[src/rtl/nbitcountdown.sv]
// -----------------------------------------------------------------------------
// nbitcountdown
//
// Programmable N-bit down-counter/timer. A reload value is captured into R and
// counted down to zero on qualified COUNT cycles. Terminal count produces a
// one-cycle DONE pulse; with AUTO set the counter reloads from R and keeps
// running instead of stopping.
//
// Ports:
//   CLK    - system clock, all state changes on the rising edge
//   RESET  - synchronous, active-high reset
//   LOAD   - capture `in` into the reload register (and into y unless running)
//   START  - begin a countdown from the reload register
//   STOP   - abort a running countdown, y holds
//   COUNT  - count enable, one decrement per sampled-high cycle while running
//   AUTO   - reload from R at terminal count instead of finishing
//   in     - reload value
//   y      - current count (registered)
//   ZERO   - combinational (y == 0)
//   BUSY   - registered, high while in RUN
//   DONE   - registered one-cycle terminal-count pulse
//
// Control priority on each edge: RESET > STOP > LOAD > START > COUNT.
// -----------------------------------------------------------------------------
module nbitcountdown #(
    parameter int N = 4
) (
    input  logic         CLK,
    input  logic         RESET,
    input  logic         LOAD,
    input  logic         START,
    input  logic         STOP,
    input  logic         COUNT,
    input  logic         AUTO,
    input  logic [N-1:0] in,
    output logic [N-1:0] y,
    output logic         ZERO,
    output logic         BUSY,
    output logic         DONE
);

    typedef enum logic [1:0] {
        IDLE = 2'd0,
        RUN  = 2'd1,
        FIN  = 2'd2
    } state_e;

    localparam logic [N-1:0] ONE = {{(N-1){1'b0}}, 1'b1};

    state_e       state_q, state_d;
    logic [N-1:0] y_q, y_d;
    logic [N-1:0] r_q, r_d;
    logic         busy_q, busy_d;
    logic         done_q, done_d;

    always_comb begin
        // NOTE: every signal assigned here gets a default first so no path
        // can leave it unassigned and infer a latch.
        state_d = state_q;
        y_d     = y_q;
        r_d     = r_q;
        done_d  = 1'b0;

        if (STOP) begin
            // Aborting leaves y where it is; in IDLE this is simply a no-op
            // that still masks lower-priority controls.
            state_d = IDLE;
        end else if (LOAD) begin
            r_d = in;
            // While running, a new reload value waits for the next start or
            // auto-reload; elsewhere it is also shown on y immediately.
            if (state_q != RUN) begin
                y_d     = in;
                state_d = IDLE;
            end
        end else if (START && (state_q != RUN)) begin
            if (r_q != '0) begin
                y_d     = r_q;
                state_d = RUN;
            end else begin
                // Zero-length interval: terminal count is immediate.
                y_d     = '0;
                done_d  = 1'b1;
                state_d = FIN;
            end
        end else if (COUNT && (state_q == RUN)) begin
            if (y_q > ONE) begin
                y_d = y_q - ONE;
            end else if (y_q == ONE) begin
                done_d = 1'b1;
                if (AUTO && (r_q != '0)) begin
                    // Reload directly from 1 so y never shows 0 in auto mode.
                    y_d = r_q;
                end else begin
                    y_d     = '0;
                    state_d = FIN;
                end
            end
        end

        busy_d = (state_d == RUN);
    end

    // NOTE: sequential state uses non-blocking assignments so every flop
    // samples the pre-edge values regardless of statement order.
    always_ff @(posedge CLK) begin
        if (RESET) begin
            state_q <= IDLE;
            y_q     <= '0;
            r_q     <= '0;
            busy_q  <= 1'b0;
            done_q  <= 1'b0;
        end else begin
            state_q <= state_d;
            y_q     <= y_d;
            r_q     <= r_d;
            busy_q  <= busy_d;
            done_q  <= done_d;
        end
    end

    assign y    = y_q;
    assign ZERO = (y_q == '0);
    assign BUSY = busy_q;
    assign DONE = done_q;

endmodule
[config.mk]
export PLATFORM = sky130hd
export DESIGN_NAME = nbitcountdown
export DESIGN_NICKNAME = d
export VERILOG_FILES = /design/src/rtl/nbitcountdown.sv
export SDC_FILE = /design/constraint.sdc
export NUM_CORES = 1
export LEC_CHECK = 0
export ABC_AREA = 1
export CAP_MARGIN = 20
export CORE_MARGIN = 2
export CORE_UTILIZATION = 36
export CTS_CLUSTER_SIZE = 24
export DETAILED_ROUTE_END_ITERATION = 16
export HOLD_SLACK_MARGIN = 0.12
export SLEW_MARGIN = 20
export SYNTH_ARGS = -nofsm -noshare
export SYNTH_HDL_FRONTEND = slang
export SYNTH_SLANG_ARGS = --single-unit
[constraint.sdc]
create_clock -name CLK -period 1.4 [get_ports CLK]
set_input_delay 0.28 -clock CLK [delete_from_list [all_inputs] [get_ports CLK]]
set_output_delay 0.28 -clock CLK [all_outputs]
set_load 0.1 [all_outputs]
==> results.md <==
* Die width at 51.4 microns
* Ports at 18
* Largest family of logic cells by synthesized area: simple AND/OR/NAND/NOR gates
* Slew Limit Fails at 0
* Yosys Warn Count at 0
* Cell taking the most area after synthesis: dfxtp_1
* Simple-Gate Fraction of Synth Area at 42.5%
* Status: finished with violations
* H-Tree Depth at 1
* Ratio of cells with drive above 1 in the final layout at 41.8%
* CTS hold repair buffers at 0
* R2R depth at 10
* Port Buffers at 17
* Post-synth cell types at 21
* ANT cells at 0
* Synth top area cells: dfxtp_1, nand2_1, nor2_1
* Register area at 250 sq um
* Critical Path RT at 1.12 ns
* DP Area at 0.00118 sq mm
* Chip height at 51.4 microns
* Total track usage at 16.3%
* PD cells at 855 mW/mm^2
* Final setup violation count at 2
* CTS Sinks at 12
* Synthesis-stage register bit count at 12
* Mapped cell area at 810 sq um
* RR Startpoint: y[1]$_SDFFE_PP0P_
* Overflow after GRT at 0
* Initial core utilization at 37.3%
* Crit Path Class: reg -> out
* Core area at 0.00217 sq mm
* Vias/cell at 4.65
* Post-layout instance area at 0.00130 sq mm
* CP Launch Point: y[0]$_SDFFE_PP0P_
* Clk slew on worst S/H paths at 0.08 ns
* First-pass GRT wire length at 3190 microns
* Initial drt markers at 11
* Synthesized instance count at 121
* Syn_nets at 135
* RR Endpoint: y[3]$_SDFFE_PP0P_
* Critical path capture point: ZERO
* Initial antenna violation count at 0
* CTS Buf Count at 3
* CP arrival at 1.28 ns
* Failing checks: negative setup slack
* Hold WC Path Type: reg -> reg
* Die area at 0.00264 sq mm
* Pin count of the biggest net entering global routing at 11
* Placed wire-length estimate at 1400 microns
* Row count at 17
* RSZ-0062 raised after global routing: true
* Multi-input logic area at 567 sq um
* Tmin final at 1.56 ns
* CP endpoint kind: output port
* Final worst-path cycle share at 111%
* Root Buffer: clkbuf_4
* Final Hold Vio Count at 0
* DR pass1 iterations at 4
* Routing usage on met1 at 19.9%
* Min setup slack post-route at -0.158 ns
* Post-synth top area share at 29.7%
* Slew headroom at 85.4%
* Hold slack at 0.505 ns
* Met3 usage at 4.39%
* VDD IR max at 0.000610 V
* Fmax achieved at 0.642 GHz
* Synth Area per Inst at 6.69 sq um
* Routability Congestion at 0.902
* Clock buffer depth at 2
* Area Growth Syn to Fin at 60.6%
* Vias in the first global route at 803
* CTS tree: built
* Clk Latency, worst-skew pair at 0.27 ns
* Via count at 841
* P_leak at 0.000568 uW
* Mux cell area share after synthesis at 0%
* Dpl ws at -0.133 ns
* Post-route ant nets at 0
* Worst Max-Slew Pin Slew at 0.219 ns
* Post-synthesis xor/xnor area fraction at 0%
* Worst Path Max Fanout at 2
* Worst R2R Setup Slack at -0.01 ns
* Adder-Cell Fraction of Synth Area at 4.64%
* Fill cell count at 213
* Max-cap violations at 0
* Drt total wl at 1880 microns
* Met2 GRT Util at 27.4%
* Global-route layer with the greatest usage: met2
* DRC viols at 0
* Total negative slack at -0.167 ns
* Wire length per cell at 10.4 microns
* Overall Power at 1110 uW
* # nets final at 168
* Critical Path Source Type: flop
* Seq/Total Area, Yosys at 29.7%
* Compound-Gate Fraction of Synth Area at 13.1%
* Clock skew at 0.00711 ns
## critical path, cell delays in order (launching register included)
cell and delay [ns]:
dfxtp_4 0.36, inv_4 0.05, buf_6 0.09, ha_4 0.11, nor3b_4 0.20, buf_12 0.20
## report_power, final
group / internal, uW / switching [uW]
clock network: 110 / 115
logic: 208 / 292
registers: 361 / 25.6
## timing repair
| action | 4_1_cts | 5_1_grt |
|---|---|---|
| endpoints found under the hold margin | 0 | 0 |
| resized for setup | 7 | 5 |
| pin swaps | 2 | 4 |
| buffers inserted | 4 | 0 |
| endpoints found under the setup margin | 2 | 6 |
## synth_stat cells
library cell,instances
nand2_2,4
dfxtp_1,12
nor3b_1,1
nor2_2,6
o21ai_2,1
o21ai_0,2
nand3_1,9
nor2_4,1
nand2_4,3
a211oi_1,3
inv_1,12
a21oi_2,4
nand2_1,28
buf_2,2
nand3_2,1
inv_2,7
nand3b_1,2
ha_1,3
nor3_1,1
a21oi_1,6
nor2_1,13
## layout make-up
class | instances | area share (%)
timing repair buffer | 30 | 26.6
multi-input combinational | 88 | 43.6
tap | 28 | 2.69
inverter | 19 | 5.87
sequential | 12 | 19.2
clock buffer | 4 | 2.02
## flip-flops by register name, summed over array words and instances, names as in the netlist
register / count
BUSY: 1
r_q: 4
DONE: 1
state_q: 2
y: 4
## cells in the final DEF, fill, tap and decap left out
| master | netlist | routed |
|---|---|---|
| dfxtp_2 | 0 | 2 |
| clkbuf_1 | 0 | 1 |
| nor2_2 | 6 | 6 |
| buf_6 | 0 | 2 |
| a21oi_2 | 4 | 6 |
| o21ai_0 | 2 | 2 |
| nand2_2 | 4 | 3 |
| inv_2 | 7 | 7 |
| nor2_1 | 13 | 13 |
| nor3_1 | 1 | 1 |
| nor3b_4 | 0 | 1 |
| nor2_4 | 1 | 1 |
| nand3_2 | 1 | 3 |
| nand3_1 | 9 | 7 |
| o21ai_4 | 0 | 1 |
| nand2_4 | 3 | 4 |
| clkdlybuf4s50_1 | 0 | 10 |
| dfxtp_4 | 0 | 2 |
| a211oi_1 | 3 | 3 |
| a21oi_1 | 6 | 4 |
| buf_12 | 0 | 7 |
| inv_4 | 0 | 2 |
| nand3b_1 | 2 | 2 |
| ha_4 | 0 | 3 |
| buf_4 | 0 | 11 |
| dfxtp_1 | 12 | 8 |
| nand2_1 | 28 | 28 |
| inv_1 | 12 | 10 |
| clkbuf_4 | 0 | 3 |
## routing by layer
layer,vias up,share of wire (%)
met2,17,49
li1,448,-
met1,372,45
met3,4,4.5
met4,0,1.8
met5,-,0
## logic make-up after synthesis
group	Yosys count
buffers and inverters	21
adders and majority gates	3
AOI/OAI and AO/OA	16
and+or+nand+nor	69
DFF	12
## through the flow
stage          util [%]  instances
2_1_floorplan         -        121
3_3_place_gp       54.4        173
3_5_place_dp       54.4        173
4_1_cts            58.9        181
5_1_grt            59.9        181
6_report           59.9        181
## worst min path at each step
| stage | start | end | slack (ns) | cells past startpoint |
|---|---|---|---|---|
| global placement | r_q[0]$_SDFFE_PP0P_ | r_q[0]$_SDFFE_PP0P_ | 0.49 | 2 |
| detailed placement | r_q[0]$_SDFFE_PP0P_ | r_q[0]$_SDFFE_PP0P_ | 0.51 | 2 |
| CTS | r_q[0]$_SDFFE_PP0P_ | r_q[0]$_SDFFE_PP0P_ | 0.52 | 2 |
| finish | r_q[0]$_SDFFE_PP0P_ | r_q[0]$_SDFFE_PP0P_ | 0.50 | 2 |
| floorplan | LOAD | DONE$_SDFF_PP0_ | 0.36 | 1 |
| global route | r_q[0]$_SDFFE_PP0P_ | r_q[0]$_SDFFE_PP0P_ | 0.55 | 2 |
Power figures use the tool's default switching activity.
==> edit: new RTL, same settings <==
Change the parameter `N` from 4 to 3.
--- a/src/rtl/nbitcountdown.sv
+++ b/src/rtl/nbitcountdown.sv
@@ -23,7 +23,7 @@
 // Control priority on each edge: RESET > STOP > LOAD > START > COUNT.
 // -----------------------------------------------------------------------------
 module nbitcountdown #(
-    parameter int N = 4
+    parameter int N = 3
 ) (
     input  logic         CLK,
     input  logic         RESET,
Interface: changed (resized in and y); port bits go from 18 to 16. The function was not compared with the original's and may differ.
==> edit against the unedited design <==
  * The flow still finishes with violations (negative setup slack)
  * Total power is 16% lower
  * Global-route usage is 0.71 points lower
  * Area after synthesis is 20% lower
  * Wire length is 27% lower
  * Sequential cell count is 2 lower
  * Setup slack better by 140 ps
  * Synthesized cell count is 17% lower
  * Cell area is 21% lower
  * Utilization is 0.59 points higher
  * Worst hold slack worse by 31 ps
  * Non-clock buffer count is 6 lower
  * Sequential power is 18% lower
==> edit: results (changes against the unedited design) <==
[power_and_ir_drop]
vdd.ir_drop.worst_v=0.000534  ; -12%
p_leak_nw=0.481  ; -15%

[synthesis]
synth-warning-count=0  ; unchanged
ys.flop_type=dfxtp_1
synth.distinct_cells=18  ; -14%
syn_inst=100  ; -17%
ys_seq_area_share_pct=30.8  ; +1.1 points
synth_commonest_cells=29 x nand2_1, 16 x nor2_1, 11 x inv_1
synthArstFlopShare_pct=0  ; unchanged
ys_top_cells_by_area=dfxtp_1 31%, nand2_1 17%, nor2_1 9.2%
synth.most_common_cell=nand2_1
syn_nets=113  ; -16%

[hold_path]
hold_path_depth=2  ; unchanged
hold_class=flop to flop

[global_route]
grt_use_met2_pct=26.4  ; -0.96 points
antenna_found_initial=0  ; unchanged
grt_start_max_net_pins=8  ; -3
grt_pass1_wl_um=2360  ; -26%
grt_util_met3_pct=3.53  ; -0.86 points
grt_usage_pct=15.6  ; -0.71 points
grt_overflow=0  ; unchanged
grt_pass1_vias=625  ; -22%
grtUsageMet1_pct=17.7  ; -2.2 points

[worst_setup_path]
critPathMaxStageDelay_ps=360  ; about the same
path_delay_family=flip-flops
critical-path-slowest-cell=dfxtp_4
crit_path_max_fanout=5  ; +3
arrival_ps=1130  ; -150 ps
r2r_cells=9  ; -1

[clocking]
clock_latency_ps=270  ; about the same
cts_buffers=3  ; unchanged
cts-root-buf=clkbuf_4
h-tree-depth=1  ; unchanged
clkTransAtPathRegs_ps=70
cts_buffer_depth=2  ; unchanged

[sta]
fin_skew_ps=8.08  ; +0.971 ps
setup_viol=1  ; -1
relSlewSlack_pct=81.1  ; -4.3 points
fin_ws_ps=-14.9  ; +143 ps

[detailed_routing]
first_iter_violations=11  ; unchanged
top_layer=met4
dr_wl_met3_um=58  ; -31%
dr.pass1.iters=4  ; unchanged
totalWireLength_um=1380  ; -27%
vias=676  ; -20%
route.met2.wl_um=654  ; -28%
drt-met1-wl_um=630  ; -26%

[final_layout]
drive_above_1_share_pct=37.8  ; -4.0 points
fin_cells=152  ; -16%
n_antenna_cell=0  ; unchanged
fill_cells=170  ; -20%
nets=141  ; -16%

[status]
violations=negative setup slack
status=finished, violations left

[place]
gp_congestion=0.787  ; -13%
place_hpwl_um=1170  ; -17%
numPortBuffers=15  ; -2

edit: repair_timing:
action / 4_1_cts / 5_1_grt
gates resized for setup: 0 / 4
pin swaps: 2 / 1
hold endpoints to repair: 0 / 0
endpoints found under the setup margin: 1 / 6
buffers inserted: 3 / 2
edit: kinds of logic (layout without fill, tap and decap cells):
kind of cell	after synthesis	after routing	share of synthesized area [%]
fa+ha+maj	3	3	5.77
buf+inv	17	44	11.0
flops	10	10	30.8
compound gates	12	12	13.3
simple gates	58	58	39.2
edit: worst reg2reg max path, stage by stage, from the launching register on:
cell and delay [ps]:
dfxtp_4 350, buf_4 140, ha_1 190, nand2_2 100, nor2_2 50, nand2_1 80
nand2_1 60, a21oi_1 160, nor2_1 70, nor2_1 100
edit: metrics by stage:
stage               power [W]  worst slack [ps]  setup TNS [ps]  hold slack (ps)  cell area [sq um]
floorplan            0.000587             -27.0           -27.0              445                697
global placement     0.000703             -99.6            -582              464                957
detailed placement   0.000706              -110            -748              469                957
CTS                  0.000932             -21.4           -21.4              478               1010
global route         0.000987             -47.2            -123              516               1030
finish               0.000933             -14.9           -14.9              474               1030
edit: report_power, final:
group | internal, W | switching, W
clock network | 0.000110 | 0.000106
registers | 0.000301 | 0.0000141
logic | 0.000168 | 0.000233
total | 0.000580 | 0.000354
edit: area by class of cell:
class	instances	area, sq um	share of cell area, %
Sequential cell	10	211	20.5
Clock buffer	4	26.3	2.54
Inverter	16	65.1	6.30
Multi-Input combinational cell	73	422	40.8
Timing Repair Buffer	24	278	26.9
Tap cell	25	31.3	3.03
edit: worst paths after layout:
path / startpoint / endpoint / slack [ps]
setup reg to reg: y[0] / BUSY / 50
setup / recovery: y[0] / ZERO / -10
hold / removal: r_q[0] / r_q[0] / 470
hold reg to reg: r_q[0] / r_q[0] / 470
